$ cat src/rtl/if_pkg.sv
// Shared types and defaults for the instruction-fetch stage.
`timescale 1ns/1ps
package if_pkg;

    localparam int IF_AW          = 32;
    localparam int IF_DW          = 32;
    localparam int IF_INSTR_BYTES = 4;
    localparam logic [IF_AW-1:0] IF_RESET_PC = '0;

    typedef struct packed {
        logic [IF_AW-1:0] addr;
        logic [IF_DW-1:0] instr;
    } fetch_entry_t;

endpackage

$ cat src/rtl/if_stage_prefetch_fifo.sv
// Synchronous prefetch FIFO; flush dominates push and pop.
`timescale 1ns/1ps
module prefetch_fifo
    import if_pkg::*;
#(
    parameter int  DEPTH   = 4,
    parameter type entry_t = fetch_entry_t
) (
    input  logic                   clk,
    input  logic                   rst,
    input  logic                   push,
    input  logic                   pop,
    input  logic                   flush,
    input  entry_t                 din,
    output entry_t                 dout,
    output logic [$clog2(DEPTH):0] count,
    output logic                   full,
    output logic                   empty
);

    localparam int PW = $clog2(DEPTH);

    entry_t        mem_q [DEPTH];
    logic [PW-1:0] wptr_q, wptr_d;
    logic [PW-1:0] rptr_q, rptr_d;
    logic [PW:0]   count_q, count_d;
    logic          do_push, do_pop;

    always_comb begin
        empty   = (count_q == '0);
        full    = (count_q == (PW+1)'(DEPTH));
        do_pop  = pop & ~empty & ~flush;
        do_push = push & (~full | do_pop) & ~flush;
        wptr_d  = wptr_q + PW'(do_push);
        rptr_d  = rptr_q + PW'(do_pop);
        count_d = count_q + (PW+1)'(do_push) - (PW+1)'(do_pop);
        if (flush) begin
            wptr_d  = '0;
            rptr_d  = '0;
            count_d = '0;
        end
    end

    assign dout  = mem_q[rptr_q];
    assign count = count_q;

    always_ff @(posedge clk) begin
        if (!rst) begin
            wptr_q  <= '0;
            rptr_q  <= '0;
            count_q <= '0;
        end else begin
            wptr_q  <= wptr_d;
            rptr_q  <= rptr_d;
            count_q <= count_d;
        end
    end

    always_ff @(posedge clk) begin
        if (do_push) begin
            mem_q[wptr_q] <= din;
        end
    end

endmodule

$ cat src/rtl/if_stage_prefetch.sv
// Fetch stage: credit-limited imem requests, in-order responses into a
// prefetch FIFO, branch redirect with discard of wrong-path responses.
`timescale 1ns/1ps
module if_stage_prefetch
    import if_pkg::*;
#(
    parameter int AW          = IF_AW,
    parameter int DW          = IF_DW,
    parameter int DEPTH       = 4,
    parameter int INSTR_BYTES = IF_INSTR_BYTES,
    parameter logic [AW-1:0] RESET_PC = AW'(IF_RESET_PC)
) (
    input  logic          clk,
    input  logic          rst,
    input  logic          freeze,
    input  logic          branch_taken,
    input  logic [AW-1:0] branch_address,
    output logic          imem_req_valid,
    input  logic          imem_req_ready,
    output logic [AW-1:0] imem_addr,
    input  logic          imem_rsp_valid,
    input  logic [DW-1:0] imem_rsp_data,
    output logic          if_valid,
    output logic [DW-1:0] Instruction,
    output logic [AW-1:0] PC
);

    localparam int CW = $clog2(DEPTH) + 1;

    typedef struct packed {
        logic [AW-1:0] addr;
        logic [DW-1:0] instr;
    } entry_t;

    logic [AW-1:0] fetch_pc_q, fetch_pc_d;
    logic [AW-1:0] tag_q, tag_d;
    logic [CW-1:0] inflight_q, inflight_d;
    logic [CW-1:0] drop_q, drop_d;
    logic          run_q, run_d;

    logic [CW-1:0] live;
    logic [CW:0]   credit_sum;
    logic          req_fire, rsp_ok;
    logic          fifo_push, fifo_pop;
    logic [CW-1:0] fifo_count;
    logic          fifo_full, fifo_empty;
    entry_t        push_entry, head;

    always_comb begin
        live           = inflight_q - drop_q;
        credit_sum     = {1'b0, fifo_count} + {1'b0, live};
        // run_q keeps requests off for the first cycle out of reset
        imem_req_valid = rst & run_q & ~branch_taken
                       & (credit_sum < (CW+1)'(DEPTH));
        req_fire       = imem_req_valid & imem_req_ready;
        rsp_ok         = imem_rsp_valid & (inflight_q != '0);
        fifo_push      = rsp_ok & (drop_q == '0) & ~branch_taken;
        fifo_pop       = if_valid & ~freeze & ~branch_taken;
        push_entry     = '{addr: tag_q, instr: imem_rsp_data};

        inflight_d = inflight_q + CW'(req_fire) - CW'(rsp_ok);
        drop_d     = drop_q;
        fetch_pc_d = fetch_pc_q;
        tag_d      = tag_q;
        run_d      = 1'b1;

        if (branch_taken) begin
            drop_d     = inflight_q - CW'(rsp_ok);
            fetch_pc_d = branch_address;
            tag_d      = branch_address;
        end else begin
            if (rsp_ok && drop_q != '0) begin
                drop_d = drop_q - CW'(1);
            end
            if (req_fire) begin
                fetch_pc_d = fetch_pc_q + AW'(INSTR_BYTES);
            end
            if (fifo_push) begin
                tag_d = tag_q + AW'(INSTR_BYTES);
            end
        end
    end

    always_ff @(posedge clk) begin
        if (!rst) begin
            fetch_pc_q <= RESET_PC;
            tag_q      <= RESET_PC;
            inflight_q <= '0;
            drop_q     <= '0;
            run_q      <= 1'b0;
        end else begin
            fetch_pc_q <= fetch_pc_d;
            tag_q      <= tag_d;
            inflight_q <= inflight_d;
            drop_q     <= drop_d;
            run_q      <= run_d;
        end
    end

    prefetch_fifo #(
        .DEPTH   (DEPTH),
        .entry_t (entry_t)
    ) u_fifo (
        .clk   (clk),
        .rst   (rst),
        .push  (fifo_push),
        .pop   (fifo_pop),
        .flush (branch_taken),
        .din   (push_entry),
        .dout  (head),
        .count (fifo_count),
        .full  (fifo_full),
        .empty (fifo_empty)
    );

    assign imem_addr   = fetch_pc_q;
    assign if_valid    = rst & ~fifo_empty;
    assign Instruction = if_valid ? head.instr : '0;
    assign PC          = if_valid ? head.addr + AW'(INSTR_BYTES) : '0;

    rsp_credit_a: assert property (@(posedge clk) disable iff (!rst)
        imem_rsp_valid |-> inflight_q != '0);

    fifo_room_a: assert property (@(posedge clk) disable iff (!rst)
        fifo_push |-> (!fifo_full || fifo_pop));

endmodule
$ cat config.mk
export PLATFORM = sky130hd
export DESIGN_NAME = if_stage_prefetch
export DESIGN_NICKNAME = d
export VERILOG_FILES = /design/src/rtl/if_pkg.sv /design/src/rtl/if_stage_prefetch_fifo.sv /design/src/rtl/if_stage_prefetch.sv
export SDC_FILE = /design/constraint.sdc
export NUM_CORES = 1
export LEC_CHECK = 0
export ABC_AREA = 1
export CAP_MARGIN = 30
export CORE_ASPECT_RATIO = 0.5
export CORE_UTILIZATION = 40
export CTS_BUF_LIST = sky130_fd_sc_hd__clkbuf_4 sky130_fd_sc_hd__clkbuf_8
export CTS_CLUSTER_DIAMETER = 60
export CTS_CLUSTER_SIZE = 24
export DETAILED_ROUTE_END_ITERATION = 10
export GPL_ROUTABILITY_DRIVEN = 1
export SLEW_MARGIN = 0
export SYNTH_ARGS = -nofsm -noshare
export SYNTH_HDL_FRONTEND = slang
export SYNTH_SLANG_ARGS = --single-unit
export TNS_END_PERCENT = 30
$ cat constraint.sdc
create_clock -name clk -period 10.3 [get_ports clk]
set_input_delay 1.545 -clock clk [delete_from_list [all_inputs] [get_ports clk]]
set_output_delay 1.545 -clock clk [all_outputs]
set_load 0.01 [all_outputs]
### Yosys cells after proc, flatten, opt, wreduce, memory -nomap -nowiden

Memories as Yosys holds them, arrays and structs flattened. A register that Yosys moved wholly into a read port is not among the register bits.
Cells that the tools add are included.

* add/sub/neg operators: 13
* magnitude comparators: 1
* equal/unequal tests: 1
* mux-type cells: 12
* bitwise logic cells: 20
* reductions and logical operators: 9

Operator list (count)
* $mux W32: 6
* $add A32 B3 Y32 const B: 3
* $and A1 B1 Y1: 14
* $sub A3 B1 Y3: 3
* $add A3 B1 Y3: 2
* $logic_not A3 Y1: 2
* $mux W3: 2
* $reduce_bool A2 Y1: 3
* $reduce_bool A3 Y1: 2
* $not A1 Y1: 5
* $add A2 B1 Y2: 2
* $add A3 B3 Y4: 1
* $lt A4 B3 Y1 const B: 1
* $eq A3 B3 Y1 const B: 1
* $mux W1: 3
* $sub A3 B1 Y3 const B: 1
* $sub A3 B3 Y3: 1
* $mux W2: 1
* $reduce_or A2 Y1: 1
* $logic_and A1 B1 Y1: 1
* $or A1 B1 Y1: 1

* bits in registers: 78
* RAM bits: 256
* input port bits: 70
* output and inout bits: 98
* logic and storage cells: 65
* memories kept: 1

Memory list
* u_fifo.mem_q: depth 4, width 64, rd ports 1, clocked after memory_dff 1, wr ports 1, line if_stage_prefetch_fifo.sv:23 `entry_t mem_q [DEPTH];`

### Depth between registers and ports, before layout

Gate-level depths: netlist of run 1.

* word-level depth: 12
* depth in mapped cells: 19
* mapped depth without buffers: 19

### By module

A second synthesis of run 1 with hierarchy kept.

* cell total of the unflattened synthesis: 1850
* area, all modules: 16296.9 µm²

By module, submodules not included
* prefetch_fifo: instances 1, cells an instance 803, area each 10377.5 µm², seq. area each 7827.5 µm²
* if_stage_prefetch: instances 1, cells an instance 1047, area each 5919.4 µm², seq. area each 1421.4 µm²

### Worst setup path after synthesis of run 1

OpenSTA, ideal clock, no wires.

* kind: input-to-reg
* start: in imem_rsp_valid
* end: mem u_fifo.mem_q[0][0] (netlist name), enable pin
* data arrival time: 6.753 ns
* data required time: 9.735 ns
* path slack: 2.982 ns
* cell stages on the path: 5
* buffers on the path: 0
* cell sequence: a21boi_2 -> nand2_1 -> nor2_2 -> o21ai_0 -> nor3_1

* cells in the longest elaborated chain, start to end: 7

RTL lines
* from (decl): line if_stage_prefetch.sv:21 `input logic imem_rsp_valid,`
* $and A1 B1 Y1: line if_stage_prefetch.sv:56 `rsp_ok = imem_rsp_valid & (inflight_q != '0);`
* $and A1 B1 Y1 (2 in series): line if_stage_prefetch.sv:57 `fifo_push = rsp_ok & (drop_q == '0) & ~branch_taken;`
* $and A1 B1 Y1 (2 in series): line if_stage_prefetch_fifo.sv:33 `do_push = push & (~full | do_pop) & ~flush;`
* $mux W1: line if_stage_prefetch_fifo.sv:60 `if (do_push) begin`
* $mux W1 (not written as such): line if_stage_prefetch_fifo.sv:61 `mem_q[wptr_q] <= din;`
* to (decl): line if_stage_prefetch_fifo.sv:23

No other way between the ends.

==> impl_metrics.tcl, run 1 <==
set metrics [dict create \
    synth_top_family_by_area "simple AND/OR/NAND/NOR gates" \
    met2_usage 0.367 \
    rsz0062_at_grt "no" \
    track_usage 0.210 \
    grt_use_met1 0.276 \
    dieArea_um2 41700 \
    area_growth_pct 15.9 \
    cp.required_ps 8760 \
    clock_path_buffers 3 \
    clock_power_share 0.278 \
    synthArstFlopShare 0 \
    synth.distinct_cells 38 \
    cp-end-kind "primary output" \
    hold_path.class "reg -> reg" \
    core_um2 39600 \
    floorplan.initialDensity 0.413 \
    setup_viol 0 \
    num_antenna_cells 0 \
    whs_path_depth 2 \
    netlist.area_leader.share 0.471 \
    ir_worst_vdd_v 0.000104 \
    syn_inst 1909 \
    postCtsResizedCells 0 \
    drive_gt1_frac 0.0457 \
    routed_wl_um 43900 \
    synthMuxAreaShare 0 \
    violations "design-rule violations" \
    routed_via_density 5.04 \
    p_comb_frac 0.136 \
    h-tree-depth 1 \
    critical_path_class "reg -> out" \
    maxSlewHeadroom 0.411 \
    synth.largest_area_cell "edfxtp_1" \
    numCtsBuffers 22 \
    cellPowerDensity_nw_per_um2 142 \
    skew_ps 32.1 \
    post_cts_buffers 0 \
    grt_pass1_wl_um 67700 \
    regToRegEndpoint "u_fifo.mem_q[3][46]" \
    reg2reg_setup_slack_ps 6590 \
    timing.hold.ws_ps 484 \
    r2r-start "inflight_q[1]" \
    place_hpwl_um 29400 \
    min_to "imem_addr[0]" \
    drtIter0Drc 969 \
    worstMarginPinSlew_ps 884 \
    antenna_found_initial 0 \
    n_fill_cell 3740 \
    synth_area_leaders "edfxtp_1 47%, nand2_1 12%, dfxtp_1 9.6%" \
    switching_share 0.285 \
    postRouteAntennaNets 0 \
    die_x_um 288 \
    clkLatencyLatePin_ps 600 \
    worstPathMaxFanout 76 \
    pin_count 168 \
    p_leak_nw 7.11 \
    cts.sinks 334 \
    hold_start "imem_addr[0]" \
    place.gp.congestion 0.916 \
    fin_setup_tns_ps 0 \
    vias 13000 \
    netlist_area_um2 16300 \
    run_status "finished with violations" \
    ys_seq_area_frac 0.567 \
    synthSimpleGateAreaFrac 0.253 \
    synth_edf_count 256 \
    hold_violations 0 \
    grt_max_degree 77 \
    p_seq_frac 0.587 \
    wire_per_inst_um 17.0 \
    dieHeight_um 145 \
    syn_nets 1998 \
    yosysMostFrequentCell "nand2_1" \
    finalCritPeriodShare 0.586 \
    clk_pin_slew_ps 140 \
    layout.nets 2132 \
    synth_fa_ha_area_frac 0.0159 \
    p_int_mw 1.92 \
    ys.flop_type "edfxtp_1" \
    rr_worst_depth 7 \
    synth_common_cells "537 x nand2_1, 290 x nor2_1, 256 x edfxtp_1" \
    first_pass_iters 10 \
    maxCapViolCount 0 \
    grt_most_used_layer "met2" \
    arrival_ps 4490 \
    max_freq_mhz 166 \
    cts_tree "yes" \
    met3_usage 0.0249 \
    ys_ff_latch 334 \
    ys_warn_count 0 \
    numPortBuffers 167 \
    synth-xor-area-share 0.0161 \
    drv_slew 0 \
    avgSynthCellArea_um2 8.55 \
    fp-row-count 51 \
    grt_overflow 0 \
    synth_compound_area_frac 0.0865 \
    power_switching_uw 763 \
    drc 8 \
    hold_buffers 0 \
    clock_tree.root_cell "clkbuf_8" \
    grt_pass1_vias 12300 \
    layout_min_cycle_time_ps 6030 \
    start_kind "flop" \
]
[layout by cell type, fill, tap and decap left out, types with 16 or more instances in the layout]
cell type        synthesis  routed
nand2_1                537     536
nor2_1                 290     290
edfxtp_1               256     256
clkdlybuf4s50_1          0     167
inv_1                  160     160
o21ai_0                134     134
nand3_1                110     110
a21oi_1                100     100
dfxtp_1                 78      76
nor3_1                  38      34
xor2_1                  23      23
clkbuf_8                 0      23
ha_1                    16      16
buf_4                    7      16
[layer usage]
layer | vias to the layer above | part of all wire
met5 | - | 0
met4 | 0 | 0.026
met3 | 57 | 0.044
met2 | 330 | 0.48
met1 | 6090 | 0.45
li1 | 6553 | -
[cell families (layout without fill, tap and decap cells)]
group / after synthesis / in the layout
adder cells (fa/ha/maj): 19 / 19
AO/OA/AOI/OAI: 269 / 269
buffers and inverters: 238 / 385
flip-flops: 334 / 334
AND/OR/NAND/NOR: 1019 / 1019
XOR/XNOR: 30 / 30
[critical path, stage by stage, from the launching register on]
cell	delay [ps]
dfxtp_4	560
inv_4	550
buf_4	690
nand2_1	160
nand2_1	100
nand2_1	50
nand2_1	140
nand2_1	110
nor2_1	230
nand2_1	80
nor2_1	260
nor2_1	70
nor3_1	240
clkdlybuf4s50_1	600
[flip-flops by register name, summed over array words and instances, names as in the netlist]
register and cells:
drop_q 3, imem_addr 32, inflight_q 3, run_q 1, tag_q 32, u_fifo.count 3
u_fifo.mem_q 256, u_fifo.rptr_q 2, u_fifo.wptr_q 2
[power groups by stage]
stage / Sequential [mW] / Clock [mW] / Combinational [mW]
6_report: 1.57 / 0.745 / 0.364
5_1_grt: 1.58 / 0.811 / 0.413
4_1_cts: 1.57 / 0.767 / 0.366
3_5_place_dp: 1.60 / 0 / 0.364
3_3_place_gp: 1.60 / 0 / 0.363
2_1_floorplan: 1.59 / 0 / 0.224
[per-stage QoR]
step / util / total power, mW / std cells / worst slack [ps] / cell area (um^2)
finish: 0.478 / 2.68 / 2586 / 4270 / 18900
global route: 0.478 / 2.81 / 2586 / 3950 / 18900
CTS: 0.478 / 2.71 / 2586 / 4190 / 18900
detailed placement: 0.466 / 1.97 / 2549 / 4680 / 18400
global placement: 0.466 / 1.97 / 2549 / 4720 / 18400
floorplan: - / 1.81 / 1909 / 2980 / 16300
[area by class of cell]
| cell class | count | area, um^2 | share of cell area |
|---|---|---|---|
| multi-input cells | 1337 | 6090 | 0.322 |
| clock buffers | 24 | 324 | 0.0171 |
| repair buffers | 183 | 1790 | 0.0947 |
| well taps | 530 | 663 | 0.0351 |
| clock inverters | 13 | 168 | 0.00886 |
| inverters | 165 | 622 | 0.0329 |
| flip-flops and latches | 334 | 9260 | 0.489 |
[worst max path at each step]
| stage | startpoint | end | slack (ps) | cells past startpoint |
|---|---|---|---|---|
| 6_report | u_fifo.rptr_q[0] | PC[13] | 4270 | 13 |
| 3_5_place_dp | rst | PC[9] | 4680 | 8 |
| 3_3_place_gp | rst | PC[7] | 4720 | 8 |
| 5_1_grt | u_fifo.rptr_q[0] | PC[29] | 3950 | 15 |
| 4_1_cts | u_fifo.rptr_q[0] | PC[13] | 4190 | 13 |
| 2_1_floorplan | imem_rsp_valid | u_fifo.mem_q[0][0] | 2980 | 5 |
Note: power is estimated with default switching activity, not from simulation.
==> run 2, diff against run 1 <==
==> constraint.sdc (replaced) <==
create_clock -name clk -period 5.9 [get_ports clk]
set_input_delay 0.885 -clock clk [delete_from_list [all_inputs] [get_ports clk]]
set_output_delay 0.885 -clock clk [all_outputs]
set_load 0.01 [all_outputs]
==> impl_metrics.tcl, run 2 (synthesis gave the netlist of run 1 again) <==
set metrics [dict create \
    numPortBuffers 167 \
    crit_chain "buf_4, o211ai_1, nand2_2, ha_1, inv_1, nor2_2, nand2_2, nor2_1, nor2_1, a211oi_1, clkdlybuf4s50_1" \
    antenna_found_initial 0 \
    h-tree-depth 1 \
    clock_path_buffers 3 \
    first_pass_iters 9 \
    instances_no_fill 2589 \
    ir_worst_vdd_v 0.000119 \
    fin_setup_tns_ps 0 \
    maxSlewHeadroom 0.420 \
    finish.utilization 0.480 \
    placed_cells 2551 \
    routed_wl_um 43200 \
    setup_viol 0 \
    worstMarginPinSlew_ps 871 \
    startpoint "u_fifo.rptr_q[1]" \
    max_stage_delay_ps 640 \
    dieArea_um2 41700 \
    skew_ps 31.3 \
    postRouteAntennaNets 0 \
    drtIter0Drc 887 \
    largest_reg_flops 256 \
    area_growth_pct 16.3 \
    layout_min_cycle_time_ps 5030 \
    clock_tree.root_cell "clkbuf_8" \
    grt_pass1_wl_um 66600 \
    mostFrequentLayoutCell "nand2_1" \
    grt_max_degree 97 \
    run_status "finished with violations" \
    worstPathMaxFanout 57 \
    fp-row-count 51 \
    drc 8 \
    postCtsResizedCells 0 \
    cp.depth 11 \
    cellPowerDensity_nw_per_um2 242 \
    top_register "u_fifo.mem_q" \
    track_usage 0.205 \
    r2r-start "inflight_q[0]" \
    critical_path_class "reg -> out" \
    fin_area_um2 19000 \
    grt_overflow 0 \
    core_um2 39600 \
    layout.nets 2134 \
    cts_tree "yes" \
    regToRegEndpoint "imem_addr[20]" \
    violations "design-rule violations" \
    cp-end-kind "primary output" \
    numCtsBuffers 21 \
    maxCapViolCount 0 \
    placed_cell_area_um2 18500 \
    layout_common_cells "536 x nand2_1, 290 x nor2_1, 256 x edfxtp_1, 167 x clkdlybuf4s50_1, 160 x inv_1" \
    hold_violations 0 \
    drv_slew 0 \
    start_kind "flop" \
    vias 13100 \
    crit_family "buffers and inverters" \
    clk_pin_slew_ps 140 \
    num_antenna_cells 0 \
    max_freq_mhz 199 \
    hold_buffers 0 \
    post_cts_buffers 0 \
    routed_via_density 5.06 \
    crit_buf_inv 3 \
    p_leak_nw 7.13 \
    die_x_um 288 \
    hold_path.class "reg -> reg" \
    n_fill_cell 3848 \
    grt_pass1_vias 12200 \
    place.gp.congestion 0.921 \
    pin_count 168 \
    rr_worst_depth 17 \
    cp-endpoint "PC[8]" \
    reg2reg_setup_slack_ps 2360 \
    clkLatencyLatePin_ps 590 \
    cts.sinks 334 \
    cp.required_ps 5020 \
    wire_per_inst_um 16.7 \
    fin_ws_ps 874 \
    dieHeight_um 145 \
    drive_gt1_frac 0.0466 \
    dp_slack_ps 1440 \
    worst_path_max_delay_cell "buf_4" \
    finalCritPeriodShare 0.852 \
    floorplan.initialDensity 0.413 \
    arrival_ps 4140 \
    rsz0062_at_grt "no" \
    place_hpwl_um 29000 \
]
-- run 2: tightest hold or removal path, cell delays in order (launching register included) --
cell	delay (ps)
dfxtp_1	350
nand2_1	50
o21ai_0	50
-- run 2: worst min path at each step --
stage / startpoint / end / cells after the start
after floorplan: tag_q[31] / u_fifo.mem_q[0][63] / 0
after global placement: imem_addr[1] / imem_addr[1] / 2
after detailed placement: imem_addr[1] / imem_addr[1] / 2
after CTS: imem_addr[1] / imem_addr[1] / 2
after global routing: imem_addr[1] / imem_addr[1] / 2
final: imem_addr[1] / imem_addr[1] / 2
-- run 2: final cells by class --
class	count	area, um^2	area share
clock buffers	26	327	0.0172
repair buffers	186	1890	0.0998
clock inverters	11	125	0.00659
well taps	530	663	0.0349
flip-flops and latches	334	9260	0.488
inverters	165	622	0.0328
multi-input cells	1337	6090	0.321
-- run 2: metrics by stage --
step	total power [mW]	hold slack (ps)
after floorplan	3.17	460
after global placement	3.42	446
after detailed placement	3.44	449
after CTS	4.63	483
after global routing	4.81	519
final	4.60	474
-- run 2: per-layer routing --
metal,track usage,vias to the layer above,routed length (um)
li1,-,6581,-
met1,0.281,6137,20000
met2,0.350,324,20200
met3,0.0234,56,2170
met4,0.0498,0,798
met5,0,-,0
-- run 2: power breakdown --
group / internal [mW] / switching [mW]
clock network: 0.410 / 0.806
registers: 2.64 / 0.102
logic: 0.246 / 0.392
total: 3.30 / 1.30
